File: src/rtl/mul_arbiter.sv
`default_nettype none
// ============================================================================
// Module   : mul_arbiter
// Purpose  : Round-robin arbiter sharing one external iterative multiplier
//            between two requesters, with run timeout and sticky error flag.
// Revision : 1.0  initial release
// ============================================================================
module mul_arbiter #(
    parameter int TMO = 40
) (
    input  logic        clk,
    input  logic        rst,
    input  logic        req0,
    input  logic        req1,
    input  logic        u0,
    input  logic        u1,
    input  logic [31:0] x0,
    input  logic [31:0] y0,
    input  logic [31:0] x1,
    input  logic [31:0] y1,
    output logic        gnt0,
    output logic        gnt1,
    output logic        done0,
    output logic        done1,
    output logic [63:0] z,
    output logic        busy,
    output logic        err,
    output logic        m_run,
    output logic        m_u,
    output logic [31:0] m_x,
    output logic [31:0] m_y,
    input  logic        m_stall,
    input  logic [63:0] m_z
);

    typedef enum logic [1:0] {
        S_IDLE = 2'd0,
        S_RUN  = 2'd1,
        S_DONE = 2'd2
    } state_t;

    localparam logic [6:0] c_tmo = 7'(TMO);

    state_t      r_state;
    state_t      w_next;
    logic [5:0]  r_cnt;
    logic        r_last;
    logic        r_owner;
    logic        r_u;
    logic [31:0] r_x;
    logic [31:0] r_y;
    logic [63:0] r_z;
    logic        r_err;

    logic        w_any;
    logic        w_sel;
    logic        w_timeout;

    assign w_any     = req0 | req1;
    // On a tie the requester not granted last wins; r_last resets to 1 so 0 wins first.
    assign w_sel     = (req0 & req1) ? ~r_last : req1;
    assign w_timeout = m_stall && (({1'b0, r_cnt} + 7'd1) >= c_tmo);

    always_comb begin
        w_next = r_state;
        gnt0   = 1'b0;
        gnt1   = 1'b0;
        done0  = 1'b0;
        done1  = 1'b0;
        case (r_state)
            S_IDLE: begin
                if (w_any && !rst) begin
                    w_next = S_RUN;
                    gnt0   = ~w_sel;
                    gnt1   = w_sel;
                end
            end
            S_RUN: begin
                if (!m_stall) begin
                    w_next = S_DONE;
                end else if (w_timeout) begin
                    w_next = S_IDLE;
                end
            end
            S_DONE: begin
                w_next = S_IDLE;
                done0  = ~r_owner & ~rst;
                done1  = r_owner & ~rst;
            end
            default: w_next = S_IDLE;
        endcase
    end

    always_ff @(posedge clk) begin
        if (rst) begin
            r_state <= S_IDLE;
            r_cnt   <= 6'd0;
            r_last  <= 1'b1;
            r_owner <= 1'b0;
            r_u     <= 1'b0;
            r_x     <= 32'd0;
            r_y     <= 32'd0;
            r_z     <= 64'd0;
            r_err   <= 1'b0;
        end else begin
            r_state <= w_next;
            case (r_state)
                S_IDLE: begin
                    if (w_any) begin
                        r_last  <= w_sel;
                        r_owner <= w_sel;
                        r_u     <= w_sel ? u1 : u0;
                        r_x     <= w_sel ? x1 : x0;
                        r_y     <= w_sel ? y1 : y0;
                        r_cnt   <= 6'd0;
                    end
                end
                S_RUN: begin
                    if (!m_stall) begin
                        r_z <= m_z;
                    end else if (w_timeout) begin
                        r_err <= 1'b1;
                    end else begin
                        r_cnt <= r_cnt + 6'd1;
                    end
                end
                default: ;
            endcase
        end
    end

    assign m_run = (r_state == S_RUN);
    assign m_u   = r_u;
    assign m_x   = r_x;
    assign m_y   = r_y;
    assign z     = r_z;
    assign err   = r_err;
    assign busy  = (r_state != S_IDLE);

endmodule
`default_nettype wire

File: config.mk
export PLATFORM = sky130hd
export DESIGN_NAME = mul_arbiter
export DESIGN_NICKNAME = d
export VERILOG_FILES = /design/src/rtl/mul_arbiter.sv
export SDC_FILE = /design/constraint.sdc
export NUM_CORES = 1
export LEC_CHECK = 0
export CORE_AREA = 2 2 130 132
export CTS_BUF_LIST = sky130_fd_sc_hd__clkbuf_16
export DETAILED_ROUTE_END_ITERATION = 6
export DIE_AREA = 0 0 132 134
export GPL_TIMING_DRIVEN = 0
export PLACE_DENSITY_LB_ADDON = 0.1
export SETUP_SLACK_MARGIN = 0.5
export SLEW_MARGIN = 10
export SYNTH_ARGS = -nofsm -noshare
export SYNTH_HDL_FRONTEND = slang
export SYNTH_SLANG_ARGS = --single-unit
File: constraint.sdc
create_clock -name clk -period 2.8 [get_ports clk]
set_input_delay 0.56 -clock clk [delete_from_list [all_inputs] [get_ports clk]]
set_output_delay 0.56 -clock clk [all_outputs]
set_load 0.05 [all_outputs]
======== Word-level counts from Yosys, hierarchy flattened ========
Index checks and enable logic that the tools add are counted.
word-level totals
  bits in registers ....................... 140
  bits of input ports ..................... 199
  output and inout bits ................... 136
cells by class
  add/sub/neg operators ................... 2
  $lt $le $gt $ge ......................... 1
  equal/unequal tests ..................... 7
  multiplexer cells ....................... 18
  bitwise logic cells ..................... 9
  reduce and logical (&&, ||, !) cells .... 11
operators with widths
  operator                                             count
  2-to-1 mux 32 bit                                    2
  2-to-1 mux 6 bit                                     3
  one-hot mux 6 bit (2 select lines)                   1
  2-to-1 mux 1 bit                                     8
  adder 6 x 1 -> 7 bit, second input constant          1
  >= comparator 7 x 6 -> 1 bit, second input constant  1
  adder 6 x 1 -> 6 bit, second input constant          1
  2-to-1 mux 2 bit                                     3
  != test 2 bit, second input constant                 3
  AND reduction 2 bit                                  3
  NOT 1 bit                                            5
  one-hot mux 2 bit (2 select lines)                   1
  AND reduction 4 bit                                  1
  nonzero test 2 bit                                   2
  bitwise AND 1 bit                                    3
  != test 3 x 2 -> 1 bit, second input constant        1
  AND reduction 3 bit                                  1
  equality test 2 x 1 -> 1 bit, second input constant  1
  equality test 2 bit, second input constant           1
  logical AND 1 bit                                    2
  logical NOT 2 bit                                    1
  != test 2 x 1 -> 1 bit, second input constant        1
  logical NOT 1 bit                                    1
  bitwise OR 1 bit                                     1

======== Depth between registers and ports, before layout ========
  word-level depth ........................ 6
  gate-level depth with buffers ........... 7

======== Worst setup path after synthesis ========
Ideal clock, no wire load.
  kind .................................... input to output
  start ................................... in rst
  end ..................................... out done0
  arrival time ............................ 2377 ps
  setup slack ............................. -137 ps
  stages on the path ...................... 2
  cell sequence ........................... clkbuf_1 -> nor4b_1
on the way
  cells in the longest elaborated chain, start to end .. 3
ends and longest elaborated chain
  item               RTL line  RTL
  from (decl)        12        input logic rst,
  NOT 1 bit          87        done0 = ~r_owner & ~rst;
  bitwise AND 1 bit  87
  2-to-1 mux 1 bit   70        case (r_state)
  to (decl)          23        output logic done0,
No other way between the ends.

======== Worst setup path in the final report ========
  start ................................... reg r_state[1]
  end ..................................... out gnt1
on the way
  cells in the longest elaborated chain, start to end .. 2
ends and longest elaborated chain
  item                    RTL line  RTL
  from (decl)             44        state_t r_state;
  from (signal assigned)  106       r_state <= w_next;
  logical NOT 2 bit       70
  2-to-1 mux 1 bit        70
  to (decl)               22        output logic gnt1,
No other way between the ends.

==> run metrics <==
outcome completed; DR DRC count 0; critical path arrival 1720 ps; Final setup viols 0; DR vias 5804; fmax 438 MHz; Crit Path Class flop to output port; Synth Register Bits 140; antenna-violating nets left 0; Buf/Inv on CP 2; clock root cell clkbuf_16; CTS buffer count 17; fin crit share 81.6%; Unique masters post-synth 43; Worst setup EP type output port; Hold WC Path Type flop to flop; Pint 0.00398 W; Post-synth EDFFs 0; Req. time, crit path 2240 ps; total power draw 0.00594 W; switch share 32.9%; pwr/cell area 597 mW/mm2; Cell Chain, Critical Path or2_4 -> or2_4 -> buf_6 -> nor3b_4 -> buf_6; Layout fillers 1541; async set-reset flop share out of synthesis 0%; total placed cells including tap cells 1197; unrepaired setup endpoints after global routing yes; Switch Pwr 0.00195 W; min-delay src z[62]$_SDFFE_PP0P_; initial antenna violation count 1; FP Rows 47; crit path time final 2280 ps; Crit-path slowest cell dfxtp_2; share of the synthesized area in the top cell type 49.2%; starting density of the core 34.9%; Pleak 3.71 nW; clock skew 4.74 ps; Mapped Area 0.00569 mm2; die height 134 um; Peak VDD IR 0.379 mV; worst r2r src r_cnt[0]$_SDFFE_PP0P_; CP Max Fanout 4; Tightest Pin Transition 603 ps; Slew Limit Fails 0; Comb power frac 29.4%; average cell area after synthesis 8.85 um2; Seq pwr share 37.6%; io pins 335; Post-DP HPWL 15000 um; Synth Warn # 0; Critical Path Max Stage Delay 330 ps; endpoints failing hold 0; Synth area leaders dfxtp_1 (49%), mux2i_1 (11%), a211oi_1 (8.8%); Syn-to-layout area delta 74.9%; CTS tree yes; count leader, synth dfxtp_1; Clk network pwr share 33.0%; core area 0.0163 mm2; 1st-pass router iterations 4; synth cell count leaders dfxtp_1 (140), nand2_1 (133), nor2_1 (72), a211oi_1 (67), a21oi_1 (67); Synth area leader dfxtp_1; worst-skew pair later-pin latency 420 ps; DRT Wirelength 19600 um; final RePlAce weighted congestion 0.800; post-DR vias/cell 4.70; first-pass GRT wire length 30600 um; htree depth 4; Clk pin slew, worst setup/hold paths 60 ps; share of post-route cells with drive strength above 1 8.68%; die width 132 um; WL/cell 15.9 um; Post-Synthesis Cells 643; vias in the first global route 5627; Reg area 0.00281 mm2; clk buf depth 2; slew margin rel. 59.6%; die footprint 0.0177 mm2; fin util 61.1%; nets@finish 1203; post-route insts no fill 1235; register area share after synthesis 49.2%; area occupied by multi-input gates 0.00263 mm2; IO Port Bufs 334; Most used DFF post-synth dfxtp_1; critical path launch point type flop; Max Cap Viol 0; CP startpoint r_state[1]$_SDFFE_PP0P_; GR Overflow Total 0; largest net degree at the start of global routing 17; CTS Sinks 140; gr usage total 21.9%; CP top delay family simple AND/OR/NAND/NOR gates; syn nets 844; 1st-iter DRT viols 199
==> logic make-up after synthesis <==
| group | Yosys count | share of synthesized area [%] |
|---|---|---|
| AND/OR/NAND/NOR | 233 | 17.0 |
| multiplexers | 65 | 11.4 |
| buffers and inverters | 56 | 5.23 |
| adder cells (fa/ha/maj) | 2 | 0.440 |
| AO/OA/AOI/OAI | 147 | 16.6 |
| flip-flops | 140 | 49.2 |
==> cells in the final DEF, fill, tap and decap left out, types with 2 or more instances in the layout <==
master,n
clkdlybuf4s50_1,325
dfxtp_1,138
nand2_1,133
nor2_1,72
a21oi_1,67
a211oi_1,67
mux2i_1,65
buf_4,22
clkbuf_1,20
clkbuf_16,17
buf_2,13
nand3_1,7
clkinv_1,5
buf_6,5
clkinvlp_4,5
clkinv_2,4
dlygate4sd2_1,3
or2_4,2
buf_12,2
a31oi_1,2
o21ai_0,2
nand3b_1,2
nand4b_1,2
ha_1,2
==> per-stage QoR <==
stage	worst slack [ps]	setup TNS, ps	hold slack (ps)	area [um2]
2_1_floorplan	479	0	439	5730
3_3_place_gp	-662	-1670	441	9350
3_5_place_dp	-689	-1680	447	9350
4_1_cts	436	0	453	9930
5_1_grt	439	0	472	9950
6_report	516	0	453	9950
==> per-layer routing <==
metal | up-vias | wire length, um | global-route usage [%] | share of wire [%]
li1 | 2945 | - | - | -
met1 | 2605 | 7930 | 25.1 | 40
met2 | 222 | 9500 | 37.0 | 48
met3 | 32 | 1640 | 8.43 | 8.4
met4 | 0 | 550 | 8.70 | 2.8
met5 | - | 0 | 0 | 0
==> worst reg2reg max path: cells and delay by family (launching register included) <==
kind,cells,cell delay (ps)
compound gates,3,620
flops,1,420
simple gates,2,410
fa+ha+maj,1,280
==> power by group through the flow <==
stage                     logic [W]  clock network (W)  registers, W
after floorplan            0.000467                  0       0.00280
after global placement      0.00173                  0       0.00227
after detailed placement    0.00173                  0       0.00228
after CTS                   0.00176            0.00201       0.00223
after global routing        0.00185            0.00209       0.00225
final                       0.00175            0.00196       0.00223
==> state kept, by name (all words and copies together), names as in the netlist <==
signal,flops
r_state,2
r_last,1
z,64
m_u,1
r_owner,1
m_x,32
err,1
m_y,32
r_cnt,6
==> final timing paths <==
| path | endpoint | slack [ps] | depth (start not counted) |
|---|---|---|---|
| max | gnt1 | 520 | 5 |
| min reg2reg | z[62]$_SDFFE_PP0P_ | 450 | 2 |
| min | z[62]$_SDFFE_PP0P_ | 450 | 2 |
| max reg2reg | r_cnt[2]$_SDFFE_PP0P_ | 950 | 6 |
==> cell type report <==
| class | count | area share, % |
|---|---|---|
| Timing Repair Buffer | 340 | 34.0 |
| Sequential cell | 140 | 28.2 |
| Multi-Input combinational cell | 447 | 26.4 |
| Clock buffer | 17 | 4.27 |
| Buffer | 54 | 3.39 |
| Tap cell | 220 | 2.77 |
| Clock inverter | 14 | 0.817 |
| Inverter | 2 | 0.0754 |
| Antenna cell | 1 | 0.0251 |
==> timing repair <==
action                     4_1_cts  5_1_grt
setup endpoints to repair        6        4
resized for setup               50        4
buffers inserted                 5        1
cloned                           0        0
pin swaps                        1        3
hold buffers                     0        0
Note: power is estimated with default switching activity, not from simulation.
